File: config.mk
export PLATFORM = sky130hd
export DESIGN_NAME = cp0_exc_unit_flat
export DESIGN_NICKNAME = d
export VERILOG_FILES = /design/src/rtl/cp0_exc_unit_pkg.sv /design/src/rtl/cp0_exc_unit_if.sv /design/src/rtl/cp0_int_arb.sv /design/src/rtl/cp0_exc_unit.sv /design/src/flat_wrapper.sv
export SDC_FILE = /design/constraint.sdc
export NUM_CORES = 1
export LEC_CHECK = 0
export ABC_AREA = 1
export BUFFER_PORTS_ARGS = -buffer_cell sky130_fd_sc_hd__buf_4
export CAP_MARGIN = 20
export CORE_MARGIN = 5
export CORE_UTILIZATION = 30
export DETAILED_ROUTE_END_ITERATION = 10
export PLACE_DENSITY = 0.6
export REMOVE_ABC_BUFFERS = 1
export SYNTH_ARGS = -nofsm -noshare
export SYNTH_HDL_FRONTEND = slang
export SYNTH_SLANG_ARGS = --single-unit
File: constraint.sdc
create_clock -name clk -period 2.2 [get_ports clk]
set_clock_uncertainty 0.2 [all_clocks]
set_input_delay 0.33 -clock clk [delete_from_list [all_inputs] [get_ports clk]]
set_output_delay 0.33 -clock clk [all_outputs]
set_load 0.01 [all_outputs]
File: src/rtl/cp0_exc_unit_pkg.sv
// CP0 exception unit shared definitions: register numbers, field positions, ExcCodes.
package cp0_exc_unit_pkg;

  localparam int unsigned HWINT_W  = 6;
  localparam int unsigned DATA_W   = 32;
  localparam int unsigned REG_W    = 5;
  localparam int unsigned EXC_W    = 5;

  localparam logic [DATA_W-1:0] PRID = 32'h0000_4D49;

  localparam logic [REG_W-1:0] REG_SR    = 5'd12;
  localparam logic [REG_W-1:0] REG_CAUSE = 5'd13;
  localparam logic [REG_W-1:0] REG_EPC   = 5'd14;
  localparam logic [REG_W-1:0] REG_PRID  = 5'd15;

  localparam int unsigned IM_HI  = 15;
  localparam int unsigned IM_LO  = 10;
  localparam int unsigned EXL    = 1;
  localparam int unsigned IE     = 0;
  localparam int unsigned BD_BIT = 31;
  localparam int unsigned EXC_HI = 6;
  localparam int unsigned EXC_LO = 2;

  localparam logic [EXC_W-1:0] EXC_INT = 5'd0;
  localparam logic [EXC_W-1:0] EXC_RI  = 5'd10;
  localparam logic [EXC_W-1:0] EXC_OV  = 5'd12;

endpackage

File: src/rtl/cp0_exc_unit_if.sv
// Pipeline-to-CP0 bus: mfc0/mtc0 access, M-stage exception info and interrupt lines.
interface cp0_exc_unit_if;
  import cp0_exc_unit_pkg::*;

  logic [REG_W-1:0]   A1;
  logic [REG_W-1:0]   A2;
  logic [DATA_W-1:0]  DIn;
  logic               WE;
  logic [DATA_W-1:0]  PC;
  logic               BD;
  logic [EXC_W-1:0]   ExcCode_in;
  logic               error;
  logic [HWINT_W-1:0] HWInt;
  logic               EXLClr;
  logic               IntReq;
  logic [DATA_W-1:0]  EPC_out;
  logic [DATA_W-1:0]  DOut;

  modport master (
    output A1, A2, DIn, WE, PC, BD, ExcCode_in, error, HWInt, EXLClr,
    input  IntReq, EPC_out, DOut
  );

  modport slave (
    input  A1, A2, DIn, WE, PC, BD, ExcCode_in, error, HWInt, EXLClr,
    output IntReq, EPC_out, DOut
  );
endinterface

File: src/rtl/cp0_int_arb.sv
// Interrupt vs exception arbitration; interrupt wins, nothing accepted while EXL is set.
module cp0_int_arb
  import cp0_exc_unit_pkg::*;
(
  input  logic               reset,
  input  logic [HWINT_W-1:0] hwint_i,
  input  logic [HWINT_W-1:0] im_i,
  input  logic               ie_i,
  input  logic               exl_i,
  input  logic               error_i,
  input  logic [EXC_W-1:0]   exc_code_i,
  output logic               int_req_o,
  output logic [EXC_W-1:0]   exc_code_o
);

  logic int_hit;
  logic exc_hit;

  assign int_hit    = (|(hwint_i & im_i)) & ie_i & ~exl_i;
  assign exc_hit    = error_i & ~exl_i;
  assign int_req_o  = ~reset & (int_hit | exc_hit);
  assign exc_code_o = int_hit ? EXC_INT : exc_code_i;

endmodule

File: src/rtl/cp0_exc_unit.sv
// CP0 exception unit: SR/Cause/EPC register file, mfc0 read mux, exception capture.
module cp0_exc_unit
  import cp0_exc_unit_pkg::*;
(
  input  logic           clk,
  input  logic           reset,
  cp0_exc_unit_if.slave  bus
);

  logic [HWINT_W-1:0] im_q, im_d;
  logic               exl_q, exl_d;
  logic               ie_q, ie_d;
  logic               bd_q, bd_d;
  logic [HWINT_W-1:0] ip_q, ip_d;
  logic [EXC_W-1:0]   exc_q, exc_d;
  logic [DATA_W-1:0]  epc_q, epc_d;

  logic               int_req;
  logic [EXC_W-1:0]   exc_next;
  logic [DATA_W-1:0]  sr_word;
  logic [DATA_W-1:0]  cause_word;
  logic [DATA_W-1:0]  dout_c;

  cp0_int_arb u_arb (
    .reset      (reset),
    .hwint_i    (bus.HWInt),
    .im_i       (im_q),
    .ie_i       (ie_q),
    .exl_i      (exl_q),
    .error_i    (bus.error),
    .exc_code_i (bus.ExcCode_in),
    .int_req_o  (int_req),
    .exc_code_o (exc_next)
  );

  // Exception capture outranks mtc0; EXLClr outranks an SR write to EXL only.
  always_comb begin
    im_d  = im_q;
    exl_d = exl_q;
    ie_d  = ie_q;
    bd_d  = bd_q;
    ip_d  = bus.HWInt;
    exc_d = exc_q;
    epc_d = epc_q;
    if (int_req) begin
      exl_d = 1'b1;
      exc_d = exc_next;
      bd_d  = bus.BD;
      epc_d = bus.BD ? (bus.PC - 32'd4) : bus.PC;
    end else begin
      if (bus.WE) begin
        case (bus.A2)
          REG_SR: begin
            im_d  = bus.DIn[IM_HI:IM_LO];
            exl_d = bus.DIn[EXL];
            ie_d  = bus.DIn[IE];
          end
          REG_EPC: epc_d = bus.DIn;
          default: ;
        endcase
      end
      if (bus.EXLClr) exl_d = 1'b0;
    end
  end

  always_ff @(posedge clk) begin
    if (reset) begin
      im_q  <= '0;
      exl_q <= 1'b0;
      ie_q  <= 1'b0;
      bd_q  <= 1'b0;
      ip_q  <= '0;
      exc_q <= '0;
      epc_q <= '0;
    end else begin
      im_q  <= im_d;
      exl_q <= exl_d;
      ie_q  <= ie_d;
      bd_q  <= bd_d;
      ip_q  <= ip_d;
      exc_q <= exc_d;
      epc_q <= epc_d;
    end
  end

  always_comb begin
    sr_word                     = '0;
    sr_word[IM_HI:IM_LO]        = im_q;
    sr_word[EXL]                = exl_q;
    sr_word[IE]                 = ie_q;
    cause_word                  = '0;
    cause_word[BD_BIT]          = bd_q;
    cause_word[IM_HI:IM_LO]     = ip_q;
    cause_word[EXC_HI:EXC_LO]   = exc_q;
  end

  always_comb begin
    dout_c = '0;
    case (bus.A1)
      REG_SR:    dout_c = sr_word;
      REG_CAUSE: dout_c = cause_word;
      REG_EPC:   dout_c = epc_q;
      REG_PRID:  dout_c = PRID;
      default:   ;
    endcase
  end

  assign bus.IntReq  = int_req;
  assign bus.EPC_out = epc_q;
  assign bus.DOut    = dout_c;

endmodule

File: src/flat_wrapper.sv
// flat-port wrapper written by rule: the top's interface ports become plain ports
module cp0_exc_unit_flat import cp0_exc_unit_pkg::*;
  (clk, reset, bus_A1, bus_A2, bus_DIn, bus_WE, bus_PC, bus_BD, bus_ExcCode_in, bus_error, bus_HWInt, bus_EXLClr, bus_IntReq, bus_EPC_out, bus_DOut);
  cp0_exc_unit_if bus_i ();
  input  logic clk;
  input  logic reset;
  input wire logic [$bits(bus_i.A1)-1:0] bus_A1;
  input wire logic [$bits(bus_i.A2)-1:0] bus_A2;
  input wire logic [$bits(bus_i.DIn)-1:0] bus_DIn;
  input wire logic [$bits(bus_i.WE)-1:0] bus_WE;
  input wire logic [$bits(bus_i.PC)-1:0] bus_PC;
  input wire logic [$bits(bus_i.BD)-1:0] bus_BD;
  input wire logic [$bits(bus_i.ExcCode_in)-1:0] bus_ExcCode_in;
  input wire logic [$bits(bus_i.error)-1:0] bus_error;
  input wire logic [$bits(bus_i.HWInt)-1:0] bus_HWInt;
  input wire logic [$bits(bus_i.EXLClr)-1:0] bus_EXLClr;
  output wire logic [$bits(bus_i.IntReq)-1:0] bus_IntReq;
  output wire logic [$bits(bus_i.EPC_out)-1:0] bus_EPC_out;
  output wire logic [$bits(bus_i.DOut)-1:0] bus_DOut;
  assign bus_i.A1 = bus_A1;
  assign bus_i.A2 = bus_A2;
  assign bus_i.DIn = bus_DIn;
  assign bus_i.WE = bus_WE;
  assign bus_i.PC = bus_PC;
  assign bus_i.BD = bus_BD;
  assign bus_i.ExcCode_in = bus_ExcCode_in;
  assign bus_i.error = bus_error;
  assign bus_i.HWInt = bus_HWInt;
  assign bus_i.EXLClr = bus_EXLClr;
  assign bus_IntReq = bus_i.IntReq;
  assign bus_EPC_out = bus_i.EPC_out;
  assign bus_DOut = bus_i.DOut;
  cp0_exc_unit u_core (.clk(clk), .reset(reset), .bus(bus_i));
endmodule
==> flow_summary.yaml, run 1 <==
worst_setup_path:
  regToRegSetupSlack_ns: 0.30
  crit_path_start_kind: "flop"
  path_max_fanout: 21
  worstSetupEndpoint: "bus_IntReq"
  arrival_ns: 1.50
  reg2reg_to: "u_core.bus.EPC_out[3]$_SDFFE_PP0P_"
  worstRegToRegCells: 11
  critPathKind: "reg2out"
  r2r_start: "u_core.im_q[5]$_SDFFE_PP0P_"
  cp-startpoint: "u_core.im_q[5]$_SDFFE_PP0P_"
  endpoint_kind: "output port"
  cp.required_ns: 1.67
timing:
  fin_setup_tns_ns: 0
  post-route-min-period_ns: 2.03
  setup_viol: 0
  tightest_slew_ns: 0.421
  slew_headroom_pct: 71.9
  rsz0062_at_grt: "false"
  fmax_mhz: 492
  hold_viol: 0
  maxSlewViolCount: 0
  post-route-period-util_pct: 92.4
worst_hold_path:
  worstHoldPathType: "in2reg"
  holdCritStartpoint: "bus_HWInt[4]"
routing:
  wire_per_inst_um: 15.0
  vias: 4137
  vias_per_cell: 4.71
  drt-initial-drc-count: 230
  drc: 0
  ant_nets: 0
  first_pass_iters: 5
  wirelength_um: 13100
yosys:
  syn_inst: 581
  syn_avg_cell_area_um2: 5.98
  ys_ff_latch: 52
  synth_cell_types: 36
  synth_area_um2: 3470
  yosys_warnings: 0
  ys_seq_area_share_pct: 30.0
layout:
  syn2layout_area_growth_pct: 43.1
  mostFrequentLayoutCell: "nand2_1"
  fillCellCount: 1259
  finalCoreUtilization_pct: 43.7
  regArea_um2: 1040
  fin_cells: 878
  final_cell_mix: "200 x nand2_1, 167 x buf_4, 74 x nor2_1"
  n_antenna_cell: 0
  post_route_cells_drive_above_1_share_pct: 28.2
  final_area_um2: 4970
  multiInputGateArea_um2: 2060
  final_net_count: 826
cts:
  cts_tree: "done"
  numCtsBuffers: 5
  cts_max_level: 2
  clockBufferDepth: 2
  cts_num_sinks: 52
  cts_root_buffer: "clkbuf_16"
  cts_hold_buf: 0
  path_clk_slew_ns: 0.08
  insertion_delay_ns: 0.29
die:
  num_io_pins: 156
  core-area_um2: 11400
  dieArea_um2: 13800
  die_h_um: 118
  placementRows: 39
  floorplan.initialDensity_pct: 30.5
  die_w_um: 118
placed_design:
  numPortBuffers: 155
  gp_congestion: 0.870
  dp_hpwl_um: 10700
  placed_area_um2: 4780
  dp.cells: 866
run_status:
  outcome: "completed"
pwr:
  ir_drop_mv: 0.354
  total_power_w: 0.00239
  leakage_nw: 2.41
  p_per_area_nw_per_um2: 480
run:
  max_cap_viol_count: 0
global_route:
  gr-total-overflow: 0
  grt_max_degree: 32
  grt_first_pass_wirelength_um: 21300
  grt_pass1_vias: 4193
  antenna_found_initial: 0
  track_usage_pct: 18.3
==> cell type report <==
cell class	count	area share, %
Clock inverter	3	0.554
Clock buffer	5	2.52
Multi-Input combinational cell	437	41.4
Inverter	70	5.39
Timing Repair Buffer	168	25.6
Tap cell	143	3.60
Sequential cell	52	20.9
==> cell families (layout without fill, tap and decap cells) <==
| group | Yosys count | in the layout | synth area share (%) |
|---|---|---|---|
| compound gates | 86 | 86 | 13.6 |
| xor+xnor | 14 | 14 | 3.53 |
| fa+ha+maj | 1 | 1 | 0.360 |
| buf+inv | 92 | 246 | 10.8 |
| flops | 52 | 52 | 30.0 |
| simple gates | 336 | 336 | 41.7 |
==> timing repair <==
item,CTS,global route
buffers inserted,0,4
gates resized for setup,0,1
setup endpoints to repair,0,1
==> metrics by stage <==
step                hold WS (ns)  worst slack, ns
floorplan                  0.192            0.333
global placement           0.252            0.192
detailed placement         0.257            0.152
CTS                       0.0421           0.0247
global route              0.0381           0.0167
finish                    0.0481            0.168
==> cell usage after synthesis <==
| cell type | instances | area, um2 |
|---|---|---|
| xor2_1 | 8 | 70.1 |
| a31oi_1 | 7 | 43.8 |
| inv_1 | 64 | 240 |
| o21bai_1 | 1 | 7.51 |
| inv_4 | 1 | 6.26 |
| buf_2 | 8 | 40.0 |
| nand2_2 | 4 | 25.0 |
| nand3_2 | 1 | 10.0 |
| ha_1 | 1 | 12.5 |
| a32o_1 | 1 | 10.0 |
| a211oi_1 | 2 | 15.0 |
| nor2_1 | 74 | 278 |
| clkbuf_1 | 11 | 41.3 |
| nor3b_2 | 1 | 12.5 |
| nand3b_1 | 1 | 7.51 |
| inv_2 | 5 | 18.8 |
| nor2_4 | 6 | 67.6 |
| nand4_2 | 1 | 12.5 |
| buf_6 | 2 | 22.5 |
| o21ai_0 | 32 | 160 |
| buf_4 | 1 | 7.51 |
| o21ai_1 | 1 | 5.00 |
| a21oi_1 | 35 | 175 |
| nor2_2 | 7 | 43.8 |
| nand2_4 | 2 | 22.5 |
| nand2_1 | 200 | 751 |
| a21oi_2 | 1 | 8.76 |
| dfxtp_1 | 52 | 1040 |
| xnor2_1 | 6 | 52.6 |
| nand3_1 | 25 | 125 |
| or2_2 | 1 | 6.26 |
| nand3b_2 | 1 | 11.3 |
| a22o_1 | 2 | 17.5 |
| nand4_1 | 12 | 75.1 |
| a21boi_0 | 1 | 7.51 |
| o211ai_1 | 3 | 22.5 |
==> report_power, final <==
group          internal, W  total, W  switching, W
combinational     0.000254  0.000526      0.000272
clock             0.000433  0.000826      0.000393
sequential        0.000995   0.00104     0.0000407
==> worst min path at each step <==
stage | endpoint | slack, ns | depth (start not counted)
2_1_floorplan | u_core.bus.EPC_out[24]$_SDFFE_PP0P_ | 0.19 | 1
3_3_place_gp | u_core.exc_q[4]$_SDFFE_PP0N_ | 0.25 | 2
3_5_place_dp | u_core.exc_q[1]$_SDFFE_PP0N_ | 0.26 | 2
4_1_cts | u_core.ip_q[0]$_SDFF_PP0_ | 0.04 | 3
5_1_grt | u_core.ip_q[4]$_SDFF_PP0_ | 0.04 | 3
6_report | u_core.ip_q[4]$_SDFF_PP0_ | 0.05 | 3
==> worst max-delay path, cell delays in order, from the launching register on <==
cell     delay [ns]
dfxtp_1        0.35
nand2_1        0.08
nand2_1        0.07
nor2_1         0.04
nand2_1        0.08
nand2_1        0.05
nand2_1        0.10
nand2_4        0.10
inv_6          0.18
buf_4          0.16
==> per-layer routing <==
metal / wire length [um] / GRT usage (%) / share of wire, % / vias up
met5: 0 / 0 / 0 / -
met2: 6380 / 32.2 / 49 / 138
met4: 159 / 3.30 / 1.2 / 0
li1: - / - / - / 2133
met1: 5780 / 23.0 / 44 / 1858
met3: 814 / 4.04 / 6.2 / 8
==> registers in the layout, indices dropped and copies added (netlist names) <==
name and count:
u_core.bus.EPC_out 32, u_core.im_q 6, u_core.ip_q 6, u_core.exc_q 5
u_core.bd_q 1, u_core.exl_q 1, u_core.ie_q 1
(Power assumes the default switching activity.)
==> run 2: changes to the inputs <==
--- a/config.mk
+++ b/config.mk
@@ -11,6 +11,7 @@
 export CORE_MARGIN = 5
 export CORE_UTILIZATION = 30
 export DETAILED_ROUTE_END_ITERATION = 10
+export MAX_ROUTING_LAYER = met4
 export PLACE_DENSITY = 0.6
 export REMOVE_ABC_BUFFERS = 1
 export SYNTH_ARGS = -nofsm -noshare
==> run 2 against run 1 <==
Design area is 0.93% higher. Worst setup slack worse by 0.035 ns. Via count is 0.44% higher. Combinational power is 1% higher. Clock power is 12% higher. Clock-buffer cell count stayed put. Register-to-register slack worse by 0.02 ns. Wire length is 0.56% higher. Sequential power hardly changed. Hold slack worse by 0.00070 ns. Sequential share of layout area is 0.19 points lower. Cell count is 0.11% higher.
==> flow_summary.yaml, run 2 (synthesized netlist as in run 1, its figures left out) <==
routing:
  vias_per_cell: 4.73
  drt-initial-drc-count: 179
  wirelength_um: 13200
  ant_nets: 0
  drc: 0
  vias: 4155
  first_pass_iters: 5
  wire_per_inst_um: 15.0
run_status:
  outcome: "completed"
cts:
  clockBufferDepth: 2
  cts_root_buffer: "clkbuf_16"
  numCtsBuffers: 5
  cts_num_sinks: 52
  cts_hold_buf: 0
  insertion_delay_ns: 0.29
  cts_tree: "done"
  path_clk_slew_ns: 0.07
  cts_max_level: 2
global_route:
  grt_first_pass_wirelength_um: 21100
  grt_pass1_vias: 4169
  grt_max_degree: 32
  grtUsageMet2_pct: 32.1
  antenna_found_initial: 0
  grt_busiest_layer: "met2"
  gr-total-overflow: 0
  track_usage_pct: 18.8
  use_met1_pct: 22.9
  met3_usage_pct: 3.60
timing:
  post-route-period-util_pct: 94.0
  maxSlewViolCount: 0
  hold_viol: 0
  slew_headroom_pct: 71.3
  post-route-min-period_ns: 2.07
  rsz0062_at_grt: "false"
  holdWs_ns: 0.0474
  fmax_mhz: 484
  setup_viol: 0
  fin_setup_tns_ns: 0
  tightest_slew_ns: 0.430
layout:
  final_cell_mix: "200 x nand2_1, 167 x buf_4, 74 x nor2_1"
  n_antenna_cell: 0
  syn2layout_area_growth_pct: 44.4
  final_net_count: 827
  fillCellCount: 1239
  post_route_cells_drive_above_1_share_pct: 28.3
  mostFrequentLayoutCell: "nand2_1"
  multiInputGateArea_um2: 2060
  regArea_um2: 1040
  largest_register_ffs: 32
pwr:
  leakage_nw: 2.43
  ir_drop_mv: 0.349
  p_per_area_nw_per_um2: 498
worst_setup_path:
  path_max_fanout: 22
  crit_path_start_kind: "flop"
  r2r_start: "u_core.im_q[5]$_SDFFE_PP0P_"
  arrival_ns: 1.54
  worstRegToRegCells: 12
  endpoint_kind: "output port"
  reg2reg_to: "u_core.bus.EPC_out[24]$_SDFFE_PP0P_"
  critPathKind: "reg2out"
  cp.required_ns: 1.67
  regToRegSetupSlack_ns: 0.28
worst_hold_path:
  min_path_cells: 3
  hold_end: "u_core.ip_q[2]$_SDFF_PP0_"
  worstHoldPathType: "in2reg"
  holdCritStartpoint: "bus_HWInt[2]"
die:
  die_w_um: 118
  dieArea_um2: 13800
  placementRows: 39
  num_io_pins: 156
  core-area_um2: 11400
  die_h_um: 118
  floorplan.initialDensity_pct: 30.5
placed_design:
  dp_hpwl_um: 10600
  gp_congestion: 0.886
  numPortBuffers: 155
run:
  max_cap_viol_count: 0
==> run 2: changes by cell type in the layout (fill, tap and decap cells not counted) <==
cell	change
bufinv_16	+1
clkinv_4	-1
inv_8	-1
clkinv_8	+1
buf_12	+1
==> run 2: routing by layer <==
metal	up-vias	routed length [um]
met5	-	0
met4	0	248
met1	1872	5900
li1	2134	-
met3	18	636
met2	131	6420
==> run 2: power breakdown <==
group          total, W  internal, W  leakage [nW]  switching, W
clock          0.000928     0.000542        0.0804      0.000386
combinational  0.000533     0.000258          1.93      0.000274
sequential      0.00104     0.000995         0.427     0.0000411
==> run 2: how the worst max path moves through the flow <==
stage                                           start                             endpoint
after floorplan                             bus_A1[3]                          bus_DOut[2]
after global placement                      bus_PC[2]  u_core.bus.EPC_out[28]$_SDFFE_PP0P_
after detailed placement                    bus_PC[2]  u_core.bus.EPC_out[28]$_SDFFE_PP0P_
after CTS                 u_core.im_q[5]$_SDFFE_PP0P_                           bus_IntReq
after global routing      u_core.im_q[5]$_SDFFE_PP0P_                           bus_IntReq
final                     u_core.im_q[5]$_SDFFE_PP0P_                           bus_IntReq
==> run 2: what timing repair did <==
action	CTS	global route
gates resized for setup	0	3
endpoints found under the setup margin	0	1
setup buffers	0	5
==> run 2: per-stage QoR <==
stage	cell area (um2)	setup slack (ns)	instances	power, W	util, %
global route	5020	0.0130	879	0.00263	44.1
CTS	4970	0.00870	874	0.00253	43.7
floorplan	3360	0.333	559	0.00126	-
finish	5020	0.132	879	0.00250	44.1
global placement	4800	0.204	866	0.00158	42.2
detailed placement	4800	0.179	866	0.00158	42.2
==> run 2: cell type report <==
class | instances | area share [%]
Clock buffer | 5 | 2.49
Timing Repair Buffer | 169 | 25.8
Sequential cell | 52 | 20.8
Multi-Input combinational cell | 437 | 41.0
Clock inverter | 3 | 0.923
Inverter | 70 | 5.49
Tap cell | 143 | 3.57
==> run 2: worst max-delay path, cell delays in order (launching register included) <==
cell	delay, ns
dfxtp_1	0.32
nand2_1	0.08
nand2_1	0.06
nor2_1	0.09
nand2_1	0.08
nand2_1	0.06
nand2_1	0.08
nand2_4	0.16
clkinv_8	0.13
buf_4	0.17
==> run 3: changes to the inputs <==
--- a/config.mk
+++ b/config.mk
@@ -10,6 +10,7 @@
 export CAP_MARGIN = 20
 export CORE_MARGIN = 5
 export CORE_UTILIZATION = 30
+export CTS_BUF_LIST = sky130_fd_sc_hd__clkbuf_8
 export DETAILED_ROUTE_END_ITERATION = 10
 export MAX_ROUTING_LAYER = met4
 export PLACE_DENSITY = 0.6
==> run 3 against run 2 <==
Design area fell by 0.65%. Register-to-register slack improved by 0.02 ns. Clock power down 23%. Via count shrank 0.46%. Flip-flop and latch count stayed put. Largest cell class unchanged. Combinational power grew 1%. First-iteration DRC count grew 13%. Global-route usage barely moved.
==> flow_summary.yaml, run 3 (synthesized netlist as in run 1, its figures left out) <==
timing:
  rsz0062_at_grt: "false"
  post-route-period-util_pct: 93.9
  tightest_slew_ns: 0.429
  setup_viol: 0
  slew_headroom_pct: 71.4
  fin_setup_tns_ns: 0
  maxSlewViolCount: 0
  post-route-min-period_ns: 2.06
  fmax_mhz: 484
  hold_viol: 0
  holdWs_ns: 0.0195
pwr:
  internal_power_w: 0.00160
  ir_drop_mv: 0.252
  leakage_nw: 2.42
  p_seq_share_pct: 45.3
  switching_share_pct: 30.0
  p_sw_w: 0.000685
  p_per_area_nw_per_um2: 459
  clockPowerShare_pct: 31.1
  comb_power_share_pct: 23.6
worst_setup_path:
  path_max_fanout: 11
  endpoint_kind: "output port"
  path_delay_family: "simple AND/OR/NAND/NOR gates"
  max_stage_delay_ns: 0.33
  cpMaxStageDelayCell: "dfxtp_1"
  cp_num_buf_inv: 2
  path_common_cell: "nand2_1"
  cp.required_ns: 1.67
  arrival_ns: 1.53
  crit_path_cell_trace: "nand2_1 -> nand2_1 -> nor2_1 -> nand2_1 -> nand2_1 -> nand2_1 -> nand2_4 -> clkinv_8 -> buf_4"
  crit_path_start_kind: "flop"
  critPathKind: "reg2out"
die:
  num_io_pins: 156
  placementRows: 39
  die_h_um: 118
  die_w_um: 118
  dieArea_um2: 13800
  floorplan.initialDensity_pct: 30.5
  core-area_um2: 11400
placed_design:
  dp_hpwl_um: 10600
  dp.cells: 866
  gp_congestion: 0.886
  numPortBuffers: 155
routing:
  ant_nets: 0
  vias: 4136
  vias_per_cell: 4.69
  drc: 0
  wire_per_inst_um: 15.1
  drt-initial-drc-count: 203
  wirelength_um: 13300
  first_pass_iters: 4
layout:
  fillCellCount: 1247
  final_cell_mix: "200 x nand2_1, 169 x buf_4, 74 x nor2_1"
  syn2layout_area_growth_pct: 43.5
  fin_cells: 882
  mostFrequentLayoutCell: "nand2_1"
  n_antenna_cell: 0
  final_net_count: 830
  largest_register_ffs: 32
  post_route_cells_drive_above_1_share_pct: 28.6
  regArea_um2: 1040
  multiInputGateArea_um2: 2060
global_route:
  grt_pass1_vias: 4151
  gr-total-overflow: 0
  grt_first_pass_wirelength_um: 21100
  antenna_found_initial: 0
  grt_max_degree: 32
  track_usage_pct: 18.8
cts:
  cts_root_buffer: "clkbuf_8"
  cts_tree: "done"
  path_clk_slew_ns: 0.11
  clockBufferDepth: 2
  cts_hold_buf: 0
  numCtsBuffers: 5
  insertion_delay_ns: 0.31
  cts_num_sinks: 52
  cts_max_level: 2
worst_hold_path:
  worstHoldPathType: "in2reg"
run:
  max_cap_viol_count: 0
run_status:
  outcome: "completed"
-- run 3: cell types whose count changed in the layout (fill, tap and decap cells not counted), sizes merged --
cell	delta
buf	+2
inv	+1
-- run 3: final cells by class --
| cell class | count | area share, % |
|---|---|---|
| tap | 143 | 3.59 |
| timing repair inverter | 1 | 0.176 |
| timing repair buffer | 171 | 26.3 |
| inverter | 70 | 5.52 |
| sequential | 52 | 20.9 |
| clock inverter | 3 | 0.929 |
| clock buffer | 5 | 1.38 |
| multi-input combinational | 437 | 41.3 |
-- run 3: per-layer routing --
layer,routed length [um],track usage (%)
met1,5970,22.9
met2,6470,32.2
met3,648,3.41
met4,244,4.52
met5,0,-
-- run 3: timing repair --
action / in CTS / in global routing
endpoints found under the hold margin: 0 / 0
gates cloned: 0 / 1
endpoints found under the setup margin: 1 / 1
gates resized for setup: 1 / 2
buffers inserted: 0 / 7
pin swaps: 0 / 1
-- run 3: worst register-to-register path: cells and delay by family, from the launching register on --
family                 cells  cell delay [ns]
and+or+nand+nor            9             0.79
buffers and inverters      2             0.39
DFF                        1             0.33
AOI/OAI and AO/OA          1             0.14
-- run 3: per-stage QoR --
step | worst slack [ns] | instance area, um2 | power, W | util [%]
global placement | 0.204 | 4800 | 0.00158 | 42.2
finish | 0.135 | 4980 | 0.00229 | 43.8
floorplan | 0.333 | 3360 | 0.00126 | -
detailed placement | 0.179 | 4800 | 0.00158 | 42.2
CTS | 0.0246 | 4910 | 0.00230 | 43.2
global route | 0.0250 | 4980 | 0.00241 | 43.8
-- run 3: final timing paths --
| path | startpoint | endpoint | slack [ns] | depth (start not counted) |
|---|---|---|---|---|
| worst max-delay path | u_core.im_q[5]$_SDFFE_PP0P_ | bus_IntReq | 0.14 | 9 |
| worst min-delay path | bus_HWInt[2] | u_core.ip_q[2]$_SDFF_PP0_ | 0.02 | 3 |
| worst max register to register | u_core.im_q[5]$_SDFFE_PP0P_ | u_core.bus.EPC_out[24]$_SDFFE_PP0P_ | 0.30 | 12 |
| worst min register to register | u_core.exc_q[4]$_SDFFE_PP0N_ | u_core.exc_q[4]$_SDFFE_PP0N_ | 0.27 | 2 |
-- run 3: power by group through the flow --
stage / registers (W) / clock network, W / logic (W)
after CTS: 0.00104 / 0.000738 / 0.000529
after global placement: 0.00106 / 0 / 0.000522
after floorplan: 0.00106 / 0 / 0.000198
final: 0.00104 / 0.000711 / 0.000539
after detailed placement: 0.00106 / 0 / 0.000526
after global routing: 0.00104 / 0.000770 / 0.000599
